===== src/rtl/uart_core.sv =====
// uart_core: full-duplex UART with a programmable baud divisor and one FIFO
// per direction.
//   clk       system clock, rising edge
//   rst       asynchronous active-low reset
//   wr_uart   push w_data into the TX FIFO
//   w_data    byte to transmit
//   tx_full   TX FIFO full (registered)
//   rd_uart   pop the RX FIFO head
//   r_data    RX FIFO head (first-word fall-through)
//   rx_empty  RX FIFO empty (registered)
//   dvsr      baud divisor, tick period is dvsr+1 clocks, 16 ticks per bit
//   tx        serial out, idle high
//   rx        serial in, idle high, asynchronous to clk

// uart_fifo: circular buffer with registered full/empty flags.
//   wr_i/w_data_i  push, rd_i pop, r_data_o head entry, full_o/empty_o status
module uart_fifo #(
  parameter int W  = 8,
  parameter int AW = 2
) (
  input  logic         clk,
  input  logic         rst,
  input  logic         wr_i,
  input  logic         rd_i,
  input  logic [W-1:0] w_data_i,
  output logic [W-1:0] r_data_o,
  output logic         full_o,
  output logic         empty_o
);
  localparam int DEPTH = 1 << AW;

  logic [W-1:0]  mem_q [DEPTH];
  logic [AW-1:0] wp_q, rp_q, wp_inc, rp_inc;
  logic          full_q, empty_q, do_wr, do_rd;

  assign wp_inc = wp_q + 1'b1;
  assign rp_inc = rp_q + 1'b1;
  // A write while full still lands when a pop frees the slot in the same cycle.
  assign do_wr  = wr_i & (~full_q | rd_i);
  assign do_rd  = rd_i & ~empty_q;

  always_ff @(posedge clk or negedge rst) begin
    if (!rst) begin
      for (int i = 0; i < DEPTH; i++) mem_q[i] <= '0;
      wp_q    <= '0;
      rp_q    <= '0;
      full_q  <= 1'b0;
      empty_q <= 1'b1;
    end else begin
      if (do_wr) begin
        mem_q[wp_q] <= w_data_i;
        wp_q        <= wp_inc;
      end
      if (do_rd) rp_q <= rp_inc;
      case ({do_wr, do_rd})
        2'b10: begin
          empty_q <= 1'b0;
          full_q  <= (wp_inc == rp_q);
        end
        2'b01: begin
          full_q  <= 1'b0;
          empty_q <= (rp_inc == wp_q);
        end
        default: ;
      endcase
    end
  end

  assign r_data_o = mem_q[rp_q];
  assign full_o   = full_q;
  assign empty_o  = empty_q;
endmodule

module uart_core #(
  parameter int DBIT_WIDTH      = 8,
  parameter int SB_TICK         = 16,
  parameter int FIFO_DEPTH_BITS = 2
) (
  input  logic                  clk,
  input  logic                  rst,
  input  logic                  rd_uart,
  input  logic                  wr_uart,
  input  logic [DBIT_WIDTH-1:0] w_data,
  output logic [DBIT_WIDTH-1:0] r_data,
  output logic                  tx_full,
  output logic                  rx_empty,
  input  logic [15:0]           dvsr,
  output logic                  tx,
  input  logic                  rx
);
  localparam int NW = $clog2(DBIT_WIDTH);
  localparam logic [NW-1:0] N_LAST  = NW'(DBIT_WIDTH - 1);
  localparam logic [5:0]    SB_LAST = 6'(SB_TICK - 1);

  typedef enum logic [1:0] {IDLE, START, DATA, STOP} state_t;

  // Baud generator; the divisor is sampled at each wrap so a change only
  // affects the following period.
  logic [15:0] cnt_q, lim_q;
  logic        tick;

  assign tick = (cnt_q == lim_q);

  always_ff @(posedge clk or negedge rst) begin
    if (!rst) begin
      cnt_q <= '0;
      lim_q <= '0;
    end else if (tick) begin
      cnt_q <= '0;
      lim_q <= dvsr;
    end else begin
      cnt_q <= cnt_q + 16'd1;
    end
  end

  // Transmitter
  state_t                tx_st_q;
  logic [5:0]            tx_s_q;
  logic [NW-1:0]         tx_n_q;
  logic [DBIT_WIDTH-1:0] tx_b_q, tx_head;
  logic                  tx_q, tx_done_q, tx_empty;

  always_ff @(posedge clk or negedge rst) begin
    if (!rst) begin
      tx_st_q   <= IDLE;
      tx_s_q    <= '0;
      tx_n_q    <= '0;
      tx_b_q    <= '0;
      tx_q      <= 1'b1;
      tx_done_q <= 1'b0;
    end else begin
      tx_done_q <= 1'b0;
      case (tx_st_q)
        // The finished byte is still at the FIFO head while tx_done pops it.
        IDLE: if (!tx_empty && !tx_done_q) begin
          tx_st_q <= START;
          tx_b_q  <= tx_head;
          tx_s_q  <= 6'd16;
        end
        // Count 16 marks the wait for a tick boundary so the start bit is
        // exactly 16 tick periods long.
        START: if (tick) begin
          if (tx_s_q == 6'd16) begin
            tx_q   <= 1'b0;
            tx_s_q <= 6'd15;
          end else if (tx_s_q == '0) begin
            tx_st_q <= DATA;
            tx_q    <= tx_b_q[0];
            tx_s_q  <= 6'd15;
            tx_n_q  <= N_LAST;
          end else begin
            tx_s_q <= tx_s_q - 1'b1;
          end
        end
        DATA: if (tick) begin
          if (tx_s_q == '0) begin
            tx_b_q <= tx_b_q >> 1;
            if (tx_n_q == '0) begin
              tx_st_q <= STOP;
              tx_q    <= 1'b1;
              tx_s_q  <= SB_LAST;
            end else begin
              tx_n_q <= tx_n_q - 1'b1;
              tx_q   <= tx_b_q[1];
              tx_s_q <= 6'd15;
            end
          end else begin
            tx_s_q <= tx_s_q - 1'b1;
          end
        end
        STOP: if (tick) begin
          if (tx_s_q == '0) begin
            tx_st_q   <= IDLE;
            tx_done_q <= 1'b1;
          end else begin
            tx_s_q <= tx_s_q - 1'b1;
          end
        end
        default: tx_st_q <= IDLE;
      endcase
    end
  end

  assign tx = tx_q;

  // Receiver
  state_t                rx_st_q;
  logic [5:0]            rx_s_q;
  logic [NW-1:0]         rx_n_q;
  logic [DBIT_WIDTH-1:0] rx_b_q;
  logic                  rx_s1_q, rx_s2_q, rx_done_q, rx_full;

  always_ff @(posedge clk or negedge rst) begin
    if (!rst) begin
      rx_s1_q   <= 1'b1;
      rx_s2_q   <= 1'b1;
      rx_st_q   <= IDLE;
      rx_s_q    <= '0;
      rx_n_q    <= '0;
      rx_b_q    <= '0;
      rx_done_q <= 1'b0;
    end else begin
      rx_s1_q   <= rx;
      rx_s2_q   <= rx_s1_q;
      rx_done_q <= 1'b0;
      case (rx_st_q)
        IDLE: if (!rx_s2_q) begin
          rx_st_q <= START;
          rx_s_q  <= 6'd7;
        end
        // Mid start bit: a high line here means the low was a glitch.
        START: if (tick) begin
          if (rx_s_q == '0) begin
            if (rx_s2_q) begin
              rx_st_q <= IDLE;
            end else begin
              rx_st_q <= DATA;
              rx_s_q  <= 6'd15;
              rx_n_q  <= N_LAST;
            end
          end else begin
            rx_s_q <= rx_s_q - 1'b1;
          end
        end
        DATA: if (tick) begin
          if (rx_s_q == '0) begin
            rx_b_q <= {rx_s2_q, rx_b_q[DBIT_WIDTH-1:1]};
            if (rx_n_q == '0) begin
              rx_st_q <= STOP;
              rx_s_q  <= SB_LAST;
            end else begin
              rx_n_q <= rx_n_q - 1'b1;
              rx_s_q <= 6'd15;
            end
          end else begin
            rx_s_q <= rx_s_q - 1'b1;
          end
        end
        STOP: if (tick) begin
          if (rx_s_q == '0) begin
            rx_st_q   <= IDLE;
            rx_done_q <= 1'b1;
          end else begin
            rx_s_q <= rx_s_q - 1'b1;
          end
        end
        default: rx_st_q <= IDLE;
      endcase
    end
  end

  uart_fifo #(.W(DBIT_WIDTH), .AW(FIFO_DEPTH_BITS)) u_tx_fifo (
    .clk      (clk),
    .rst      (rst),
    .wr_i     (wr_uart),
    .rd_i     (tx_done_q),
    .w_data_i (w_data),
    .r_data_o (tx_head),
    .full_o   (tx_full),
    .empty_o  (tx_empty)
  );

  // A byte that arrives with no room (and no pop alongside) is dropped.
  uart_fifo #(.W(DBIT_WIDTH), .AW(FIFO_DEPTH_BITS)) u_rx_fifo (
    .clk      (clk),
    .rst      (rst),
    .wr_i     (rx_done_q & (~rx_full | rd_uart)),
    .rd_i     (rd_uart),
    .w_data_i (rx_b_q),
    .r_data_o (r_data),
    .full_o   (rx_full),
    .empty_o  (rx_empty)
  );
endmodule


===== config.mk =====
export PLATFORM = sky130hd
export DESIGN_NAME = uart_core
export DESIGN_NICKNAME = d
export VERILOG_FILES = /design/src/rtl/uart_core.sv
export SDC_FILE = /design/constraint.sdc
export NUM_CORES = 1
export LEC_CHECK = 0
export BUFFER_PORTS_ARGS = -buffer_cell sky130_fd_sc_hd__buf_2
export CAP_MARGIN = 40
export CORE_ASPECT_RATIO = 1.75
export CORE_MARGIN = 8
export CORE_UTILIZATION = 66
export CTS_CLUSTER_DIAMETER = 50
export DETAILED_ROUTE_END_ITERATION = 8
export PLACE_DENSITY = 0.85
export SYNTH_ARGS = -nofsm -noshare
export SYNTH_HDL_FRONTEND = slang
export SYNTH_HIERARCHICAL = 1
export SYNTH_SLANG_ARGS = --single-unit

===== constraint.sdc =====
create_clock -name clk -period 3.5 [get_ports clk]
set_input_delay 0.35 -clock clk [delete_from_list [all_inputs] [get_ports clk]]
set_output_delay 0.35 -clock clk [all_outputs]
set_load 0.005 [all_outputs]

==> results_dict.tcl, run 1 <==
set metrics [dict create \
    ys_async_sr_fraction_pct 100.0 \
    path_delay_family "simple AND/OR/NAND/NOR gates" \
    end_kind "flop" \
    synthTopCellsByCount "146 x dfrtp_1, 94 x mux2_2, 28 x ha_1, 28 x nor2_1, 27 x xnor2_1" \
    drtIter0Drc 290 \
    combPwrFrac_pct 24.8 \
    first_pass_iters 5 \
    via_per_inst 6.292 \
    clock_latency_ns 0.42 \
    wl_met2_um 9209 \
    place_congestion 0.8382 \
    ctsRootBufferMaster "clkbuf_16" \
    synth_most_common_cell "dfrtp_1" \
    wire_per_inst_um 19.87 \
    cts_max_path_buffers 2 \
    rr_worst_depth 7 \
    cp.required_ns 3.79 \
    hold_viol 0 \
    routed_wl_um 15560 \
    h-tree-depth 4 \
    layout_worst_path_cycle_share_pct 74.02 \
    die_area_um2 15430 \
    ir_drop_v 0.0005140 \
    dr_wl_met3_um 433 \
    p_per_area_nw_per_um2 655.1 \
    hold_start "rx" \
    cap_violations 0 \
    max_stage_delay_ns 0.57 \
    timing.rr.start "cnt_q[10]" \
    track_usage_pct 21.24 \
    hold_class "input port to flop" \
    place_inst 750 \
    cts_sinks 151 \
    p_leak_nw 3.953 \
    ff2ff_setup_slack_ns 0.91 \
    cts_buffers 17 \
    die_y_um 158.5 \
    grt_pass1_vias 5423 \
    grt_pass1_wl_um 26270 \
    outcome "complete, no violations" \
    antenna_found_initial 0 \
    worstMarginPinSlew_ns 0.6817 \
    top_layer_used "met4" \
    slew_headroom_pct 54.55 \
    synth_edf_count 0 \
    cts_resized 0 \
    drcViolationCount 0 \
    wl_met1_um 5544 \
    swShare_pct 31.14 \
    syn_area_per_cell_um2 12.97 \
    p_int_w 0.003877 \
    crit_chain "xnor2_1 -> nand4_1 -> nor4_4 -> buf_4 -> nand2_4 -> a211oi_4 -> mux2_2" \
    grt_max_degree 102 \
    start_util_pct 66.84 \
    final-max-slew-violation-count 0 \
    r2r-end "tx_n_q[2]" \
    fin_skew_ns 0.006114 \
    port_buffers 39 \
    dp_hpwl_um 10900 \
    p_clk_share_pct 32.6 \
    area_growth_pct 12.29 \
    period_needed_ns 2.591 \
    drive_above_1_share_pct 32.87 \
    netlist.top_cell.by_area "dfrtp_1" \
    netlist_area_um2 7654 \
    power_frac_seq_pct 42.6 \
    setup_viol 0 \
    setup_tns_ns 0 \
    synthFlopType "dfrtp_1" \
    fp-row-count 52 \
    die_w_um 97.41 \
    io_pins 40 \
    grt-ovfl-total 0 \
    ys_types 66 \
    ys_ff_latch 151 \
    crit_type "flop to flop" \
    postCtsHoldBufs 1 \
    diodes 0 \
    path_buf_inv 1 \
    startpoint_type "flop" \
    worstPathMaxFanout 15 \
    syn_inst 590 \
    yosysSeqAreaShare_pct 49.45 \
    fmax_mhz 386.0 \
    critPathArrivalTime_ns 2.89 \
    synth_top_area_share_pct 47.74 \
    clkTransAtPathRegs_ns 0.06 \
    cts_setup_buffers 0 \
    vias 4927 \
    worstHoldPathCells 1 \
    rsz0062_at_grt "no" \
    cts_tree "built" \
    syn_nets 647 \
    antenna_left 0 \
    layout.nets 692 \
    switchingPower_w 0.001754 \
    coreArea_um2 11450 \
    critical_path.slowest_cell "nor4_4" \
    worstHoldEndpoint "rx_s1_q" \
    ys_top_cells_by_area "dfrtp_1 48%, mux2_2 14%, ha_1 4.6%" \
    ys_warn_count 6 \
    stdcell_count 783 \
]
[area by class of cell]
type / count / area (um2)
fillers: 719 / 2856
well taps: 135 / 168.9
clock inverters: 14 / 165.2
flip-flops and latches: 151 / 3785
inverters: 25 / 93.84
multi-input cells: 392 / 3664
repair buffers: 48 / 289.0
clock buffers: 18 / 429.2
[through the flow]
stage               hold WS (ns)  power [W]  setup slack [ns]  cell area [um2]  utilization, %
global route             0.02065   0.005892            0.7304             8594           75.05
finish                   0.03164   0.005631            0.9093             8594           75.05
detailed placement        0.1415   0.003809            0.9692             7990           69.78
floorplan                0.05441   0.003443             1.493             7654               -
global placement          0.3592   0.003687            0.9821             7958           69.49
CTS                      0.01910   0.005659            0.9329             8594           75.05
[logic make-up (layout without fill, tap and decap cells)]
logic type                 Yosys count  in the layout  synth area share [%]
DFF                                151            151                 49.45
and+or+nand+nor                    128            128                 9.188
muxes                              113            113                 19.54
AOI/OAI and AO/OA                   82             82                 9.760
buffers and inverters               47            105                 2.795
xor gates and xnor gates            41             41                 4.692
adders and majority gates           28             28                 4.577
[flip-flops by register name, indices dropped and copies added (netlist names), 2 cells and up, named ones only]
| signal | count |
|---|---|
| cnt_q | 16 |
| u_rx_fifo/rp_q | 2 |
| tx_s_q | 6 |
| rx_s_q | 6 |
| u_tx_fifo/rp_q | 2 |
| u_rx_fifo/mem_q | 32 |
| rx_b_q | 8 |
| u_rx_fifo/wp_q | 2 |
| tx_st_q | 2 |
| tx_n_q | 3 |
| lim_q | 16 |
| u_tx_fifo/wp_q | 2 |
| u_tx_fifo/mem_q | 32 |
| tx_b_q | 8 |
| rx_n_q | 3 |
[metal layers]
metal  GRT usage [%]  vias up
li1                -     2240
met1           20.91     2533
met2           42.04      119
met3           3.866       35
met4           8.636        0
met5               0        -
[worst reg2reg max path: stages, from the launching register on]
cell and delay [ns]:
dfrtp_1 0.46, xnor2_1 0.18, nand4_1 0.16, nor4_4 0.57, buf_4 0.33, nand2_4 0.10
a211oi_4 0.29, mux2_2 0.38
[power groups by stage]
stage / combinational (W) / clock, W / sequential [W]
6_report: 0.00140 / 0.00183 / 0.00240
3_3_place_gp: 0.00131 / 0 / 0.00238
3_5_place_dp: 0.00139 / 0 / 0.00242
2_1_floorplan: 0.00116 / 0 / 0.00228
4_1_cts: 0.00140 / 0.00186 / 0.00239
5_1_grt: 0.00152 / 0.00194 / 0.00243
[worst max-delay path by stage]
stage                     cells past startpoint    endpoint  slack [ns]        from
final                                         7   tx_n_q[2]        0.91   cnt_q[10]
after global routing                          7   tx_n_q[0]        0.73   cnt_q[10]
after CTS                                     7   tx_n_q[0]        0.93   cnt_q[10]
after detailed placement                      7   tx_n_q[2]        0.97    cnt_q[2]
after global placement                        6   rx_s_q[3]        0.98    cnt_q[2]
after floorplan                               6  tx_st_q[1]        1.49  tx_st_q[0]
[placed cells by master (no fill, tap or decap), types with 9 or more instances in the layout]
cell type  Yosys  routed
a21oi_1       12      12
nor2_1        28      28
inv_1         23      23
or3_1          9       9
buf_2         12      39
xnor2_1       27      27
nor3_1        12      12
dfrtp_1      146     146
o21ai_0       16      16
nand3_1       13      13
mux4_1        12      12
xor2_1        14      14
nand2_1       26      26
ha_1          28      28
mux2_2        94      94
clkbuf_16      0      17
Power figures use the tool's default switching activity.
==> run 2, diff against run 1 <==
--- a/config.mk
+++ b/config.mk
@@ -9,10 +9,10 @@
 export CAP_MARGIN = 40
 export CORE_ASPECT_RATIO = 1.75
 export CORE_MARGIN = 8
-export CORE_UTILIZATION = 66
+export CORE_UTILIZATION = 61
 export CTS_CLUSTER_DIAMETER = 50
 export DETAILED_ROUTE_END_ITERATION = 8
-export PLACE_DENSITY = 0.85
+export PLACE_DENSITY = 0.79
 export SYNTH_ARGS = -nofsm -noshare
 export SYNTH_HDL_FRONTEND = slang
 export SYNTH_HIERARCHICAL = 1
==> constraint.sdc (replaced) <==
create_clock -name clk -period 2.45 [get_ports clk]
set_input_delay 0.245 -clock clk [delete_from_list [all_inputs] [get_ports clk]]
set_output_delay 0.245 -clock clk [all_outputs]
set_load 0.005 [all_outputs]
==> run 2 against run 1 <==
Against the previous run:
- critical path depth rose by 1
- total power is 44% higher
- worst setup slack worse by 0.78 ns
- register-to-register slack worse by 0.78 ns
- design area up 1.2%
- clock power rose by 44%
- routed wire length decreased by 1.8%
- hold slack improved by 0.038 ns
- critical endpoint is now tx_s_q[3]
- largest cell class unchanged
- largest power group unchanged
==> results_dict.tcl, run 2 (synthesized netlist as in run 1, its figures left out) <==
set metrics [dict create \
    outcome "complete, no violations" \
    path_delay_family "compound AO/OA/AOI/OAI gates" \
    fin_skew_ns 0.01158 \
    h-tree-depth 4 \
    cts_setup_buffers 0 \
    cp.required_ns 2.75 \
    rr_worst_depth 8 \
    via_per_inst 5.935 \
    ctsRootBufferMaster "clkbuf_16" \
    die_w_um 100.7 \
    hold_start "dvsr[6]" \
    final-max-slew-violation-count 0 \
    area_growth_pct 13.65 \
    port_buffers 39 \
    fp-row-count 54 \
    critPathArrivalTime_ns 2.62 \
    start_util_pct 61.90 \
    io_pins 40 \
    hold_viol 0 \
    drcViolationCount 0 \
    fill_cells 826 \
    place_congestion 0.8517 \
    coreArea_um2 12360 \
    vias 4873 \
    cts_tree "built" \
    setup_viol 0 \
    p_per_area_nw_per_um2 934.2 \
    regArea_um2 3785 \
    antenna_found_initial 0 \
    ir_drop_v 0.0007335 \
    rsz0062_at_grt "no" \
    period_needed_ns 2.320 \
    startpoint_type "flop" \
    cts_max_path_buffers 2 \
    timing.rr.start "tx_s_q[0]" \
    layout.nets 697 \
    final_common_cell "dfrtp_1" \
    setup_tns_ns 0 \
    final_cell_mix "146 x dfrtp_1, 94 x mux2_2, 38 x buf_2" \
    drive_above_1_share_pct 33.38 \
    ff2ff_setup_slack_ns 0.13 \
    track_usage_pct 20.28 \
    cap_violations 0 \
    critical_path.slowest_cell "dfrtp_1" \
    cts_buffers 17 \
    p_total_w 0.008126 \
    grt_pass1_wl_um 26260 \
    drtIter0Drc 291 \
    end_kind "flop" \
    antenna_left 0 \
    diodes 0 \
    cts_resized 0 \
    r2r-end "tx_s_q[3]" \
    path_buf_inv 1 \
    first_pass_iters 5 \
    worstHoldEndpoint "lim_q[6]" \
    slew_headroom_pct 53.43 \
    fmax_mhz 431.0 \
    max_stage_delay_ns 0.43 \
    worstHoldPathCells 2 \
    largestRegisters "u_rx_fifo/mem_q: 32 flops, u_tx_fifo/mem_q: 32 flops" \
    p_leak_nw 3.986 \
    grt_pass1_vias 5355 \
    die_area_um2 16530 \
    crit_type "flop to flop" \
    dp_hpwl_um 10650 \
    worstMarginPinSlew_ns 0.6985 \
    layout_worst_path_cycle_share_pct 94.70 \
    crit_chain "inv_1 -> ha_1 -> nand2b_1 -> nor4_4 -> a21oi_1 -> o21ai_1 -> a211oi_1 -> a21o_1" \
    die_y_um 164.2 \
    grt_max_degree 76 \
    grt-ovfl-total 0 \
    hold_class "input port to flop" \
    wire_per_inst_um 18.62 \
    multiInputGateArea_um2 3664 \
    clock_latency_ns 0.41 \
    worstPathMaxFanout 7 \
    clkTransAtPathRegs_ns 0.06 \
    routed_wl_um 15290 \
    cts_sinks 151 \
]
## run 2: changes by cell type in the layout (fill, tap and decap cells not counted), moves of 2 or more
cell and delta:
inv_6 -2, buf_4 +4, clkinv_4 +2, inv_8 -2, clkbuf_8 +3, buf_12 +2
## run 2: per-layer routing
layer  global-route usage (%)  vias to the layer above  wire length, um
li1                         -                     2248                -
met4                    7.958                        0              262
met3                    3.778                       20              399
met1                    21.00                     2506             5696
met2                    38.56                       99             8928
met5                        0                        -                0
## run 2: how the worst max path moves through the flow
stage,startpoint,to,slack [ns],depth (start not counted)
6_report,tx_s_q[0],tx_s_q[3],0.13,8
5_1_grt,tx_s_q[0],tx_s_q[3],0.03,8
4_1_cts,u_rx_fifo/rp_q[0],r_data[4],0.17,2
3_5_place_dp,tx_s_q[0],tx_s_q[3],0.25,8
3_3_place_gp,tx_s_q[0],tx_s_q[3],0.25,8
2_1_floorplan,tx_st_q[0],tx_st_q[1],0.44,6
## run 2: metrics by stage
| stage | hold slack, ns | cells | cell area [um2] | setup WS, ns | util [%] |
|---|---|---|---|---|---|
| after global routing | 0.05198 | 821 | 8698 | 0.03401 | 70.35 |
| final | 0.06961 | 821 | 8698 | 0.1299 | 70.35 |
| after CTS | 0.05638 | 821 | 8698 | 0.1715 | 70.35 |
| after global placement | 0.3046 | 787 | 8069 | 0.2514 | 65.26 |
| after detailed placement | 0.3228 | 787 | 8069 | 0.2473 | 65.26 |
| after floorplan | -0.05059 | 590 | 7654 | 0.4428 | - |
## run 2: timing repair
action / CTS / global route
hold endpoints to repair: 71 / 0
hold buffers: 2 / 0
endpoints found under the setup margin: 0 / 0
## run 2: where the power goes
group / internal, W / switching (W) / total [W]
combinational: 0.00106 / 0.00101 / 0.00207
sequential: 0.00299 / 0.000441 / 0.00343
clock: 0.00160 / 0.00103 / 0.00263
## run 2: cell type report
class	count	share of cell area [%]
clock inverters	12	1.640
inverters	25	1.079
well taps	168	2.417
flip-flops and latches	151	43.51
clock buffers	20	5.365
multi-input cells	392	42.12
repair buffers	53	3.869
## run 2: worst reg2reg max path, cell delays in order, from the launching register on
cell and delay [ns]:
dfrtp_1 0.43, inv_1 0.12, ha_1 0.28, nand2b_1 0.16, nor4_4 0.33, a21oi_1 0.22
o21ai_1 0.37, a211oi_1 0.12, a21o_1 0.19
==> run 3, diff against run 2 <==
--- a/config.mk
+++ b/config.mk
@@ -5,6 +5,7 @@
 export SDC_FILE = /design/constraint.sdc
 export NUM_CORES = 1
 export LEC_CHECK = 0
+export ABC_AREA = 1
 export BUFFER_PORTS_ARGS = -buffer_cell sky130_fd_sc_hd__buf_2
 export CAP_MARGIN = 40
 export CORE_ASPECT_RATIO = 1.75
==> run 3 against run 2 <==
Against the previous run:
- first-iteration DRC count increased by 2.7%
- clock power increased by 5%
- non-clock buffer count decreased by 5
- sequential power decreased by 13%
- count of clock-buffer cells in the layout unchanged
- utilization decreased by 0.52 points
- design area decreased by 0.73%
- hold slack got worse by 0.041 ns
- area after synthesis increased by 0.56%
- critical endpoint is now cnt_q[12]
- largest power group unchanged
==> results_dict.tcl, run 3 <==
set metrics [dict create \
    ys_ff_latch 151 \
    grt-ovfl-total 0 \
    place_congestion 0.8356 \
    fill_cells 1023 \
    synthFlopType "dfrtp_1" \
    worstHoldEndpoint "lim_q[9]" \
    diodes 0 \
    grt_max_degree 55 \
    cts_sinks 151 \
    worstPathMaxFanout 5 \
    vias 6180 \
    cap_violations 0 \
    antenna_left 0 \
    ir_drop_v 0.0006185 \
    worstMarginPinSlew_ns 0.5595 \
    final_common_cell "nand2_1" \
    r2r-end "cnt_q[12]" \
    grt_pass1_vias 6282 \
    power_frac_seq_pct 42.9 \
    fin_util_pct 69.83 \
    syn_nets 1002 \
    setup_viol 0 \
    slew_headroom_pct 62.66 \
    p_clk_share_pct 39.8 \
    switchingPower_w 0.001959 \
    synth_top_area_share_pct 47.47 \
    syn_area_per_cell_um2 8.144 \
    period_needed_ns 2.021 \
    ctsRootBufferMaster "clkbuf_16" \
    antenna_found_initial 0 \
    die_w_um 100.9 \
    cts_resized 0 \
    dp_hpwl_um 11110 \
    end_kind "flop" \
    holdWs_ns 0.02899 \
    via_per_inst 5.300 \
    setup_tns_ns 0 \
    clkTransAtPathRegs_ns 0.06 \
    drtIter0Drc 299 \
    setup_ws_ns 0.4286 \
    ys_warn_count 6 \
    io_pins 40 \
    netlist_area_um2 7696 \
    hold_viol 0 \
    fin_skew_ns 0.01359 \
    rsz0062_at_grt "no" \
    layout.nets 1042 \
    h-tree-depth 4 \
    wire_per_inst_um 13.66 \
    ys_types 36 \
    hold_class "input port to flop" \
    area_growth_pct 12.19 \
    p_int_w 0.004956 \
    netlist.top_cell.by_area "dfrtp_1" \
    largestRegisters "u_rx_fifo/mem_q: 32 flops, u_tx_fifo/mem_q: 32 flops" \
    drive_above_1_share_pct 11.52 \
    ys_async_sr_fraction_pct 100.0 \
    fmax_mhz 494.7 \
    p_per_area_nw_per_um2 800.8 \
    grt_pass1_wl_um 27580 \
    coreArea_um2 12360 \
    startpoint_type "flop" \
    synthTopCellsByCount "256 x nand2_1, 147 x o21ai_0, 146 x dfrtp_1, 108 x inv_1, 87 x nor2_1" \
    worstHoldPathCells 3 \
    syn_inst 945 \
    drcViolationCount 0 \
    timing.rr.start "cnt_q[0]" \
    critPathArrivalTime_ns 2.32 \
    outcome "complete, no violations" \
    synth_most_common_cell "nand2_1" \
    dp_slack_ns 0.4333 \
    track_usage_pct 20.61 \
    hold_start "dvsr[9]" \
    final_cell_mix "256 x nand2_1, 147 x o21ai_0, 146 x dfrtp_1" \
    first_pass_iters 5 \
    routed_wl_um 15920 \
    die_y_um 164.6 \
    cts_tree "built" \
    layout_worst_path_cycle_share_pct 82.51 \
    place_inst 1132 \
    ys_top_cells_by_area "dfrtp_1 47%, nand2_1 12%, o21ai_0 9.6%" \
    ff2ff_setup_slack_ns 0.43 \
    cp.required_ns 2.75 \
    fp-row-count 54 \
    rr_worst_depth 10 \
    p_leak_nw 4.266 \
    swShare_pct 28.33 \
    final-max-slew-violation-count 0 \
    port_buffers 39 \
    combPwrFrac_pct 17.3 \
    cts_max_path_buffers 2 \
    clock_latency_ns 0.42 \
    start_util_pct 62.24 \
    stdcell_count 1166 \
    crit_type "flop to flop" \
    yosysSeqAreaShare_pct 49.18 \
    cts_buffers 17 \
    die_area_um2 16610 \
    synth_edf_count 0 \
]
[run 3: cell types whose count changed after synthesis, sizes merged, moves of 7 or more]
cell    delta
mux2      -95
o221a      -7
o211ai     -7
inv       +91
nand3      +7
xnor2     -26
o22ai     +16
mux4      -16
nand2    +229
a21oi     +19
o21ai    +142
and3       -7
nor2      +65
or3        -9
[run 3: logic make-up after synthesis]
| logic type | after synthesis | share of synthesized area, % |
|---|---|---|
| fa+ha+maj | 28 | 4.552 |
| buf+inv | 143 | 8.356 |
| simple gates | 389 | 20.35 |
| mux | 6 | 0.7804 |
| xor+xnor | 10 | 1.138 |
| compound gates | 218 | 15.64 |
| flops | 151 | 49.18 |
[run 3: what timing repair did]
item	in CTS	in global routing
hold buffers	2	0
hold endpoints to repair	52	0
buffers inserted	0	0
[run 3: how the worst max path moves through the flow]
stage,startpoint,endpoint
floorplan,tx_st_q[0],tx_s_q[3]
global placement,cnt_q[8],rx_b_q[4]
detailed placement,cnt_q[8],rx_b_q[4]
CTS,cnt_q[8],rx_b_q[4]
global route,cnt_q[8],rx_b_q[2]
finish,cnt_q[0],cnt_q[12]
[run 3: power by group through the flow]
stage          sequential, W  combinational [W]  clock [W]
4_1_cts              0.00296            0.00120    0.00279
6_report             0.00297            0.00119    0.00275
3_5_place_dp         0.00301            0.00119          0
3_3_place_gp         0.00300            0.00116          0
5_1_grt              0.00300            0.00136    0.00289
2_1_floorplan        0.00297           0.000837          0
[run 3: layer usage]
| metal | part of all wire, % | up-vias | GRT usage (%) |
|---|---|---|---|
| met5 | 0 | - | 0 |
| met4 | 2.5 | 0 | 10.84 |
| met3 | 3.6 | 30 | 3.461 |
| met2 | 55 | 124 | 38.80 |
| met1 | 39 | 2919 | 20.95 |
| li1 | - | 3107 | - |
[run 3: stage by stage]
| step | area (um2) | total power [W] |
|---|---|---|
| floorplan | 7696 | 0.003803 |
| finish | 8635 | 0.006914 |
| global route | 8635 | 0.007248 |
| CTS | 8635 | 0.006961 |
| global placement | 7983 | 0.004159 |
| detailed placement | 7983 | 0.004198 |
[run 3: worst max-delay path, stage by stage (launching register included)]
cell and delay (ns):
dfrtp_1 0.41, ha_1 0.21, nand3_1 0.13, nor2_1 0.17, nand2_1 0.08, nor2_1 0.18
nand3_1 0.16, nor2_1 0.20, inv_1 0.11, o21ai_0 0.20, a21oi_1 0.06
[run 3: layout make-up]
| class | count | area, um2 | area share, % |
|---|---|---|---|
| sequential | 151 | 3785 | 43.83 |
| multi-input combinational | 651 | 3268 | 37.85 |
| clock buffer | 20 | 466.7 | 5.405 |
| inverter | 116 | 440.4 | 5.101 |
| timing repair buffer | 48 | 299.0 | 3.463 |
| tap | 168 | 210.2 | 2.434 |
| clock inverter | 12 | 165.2 | 1.913 |
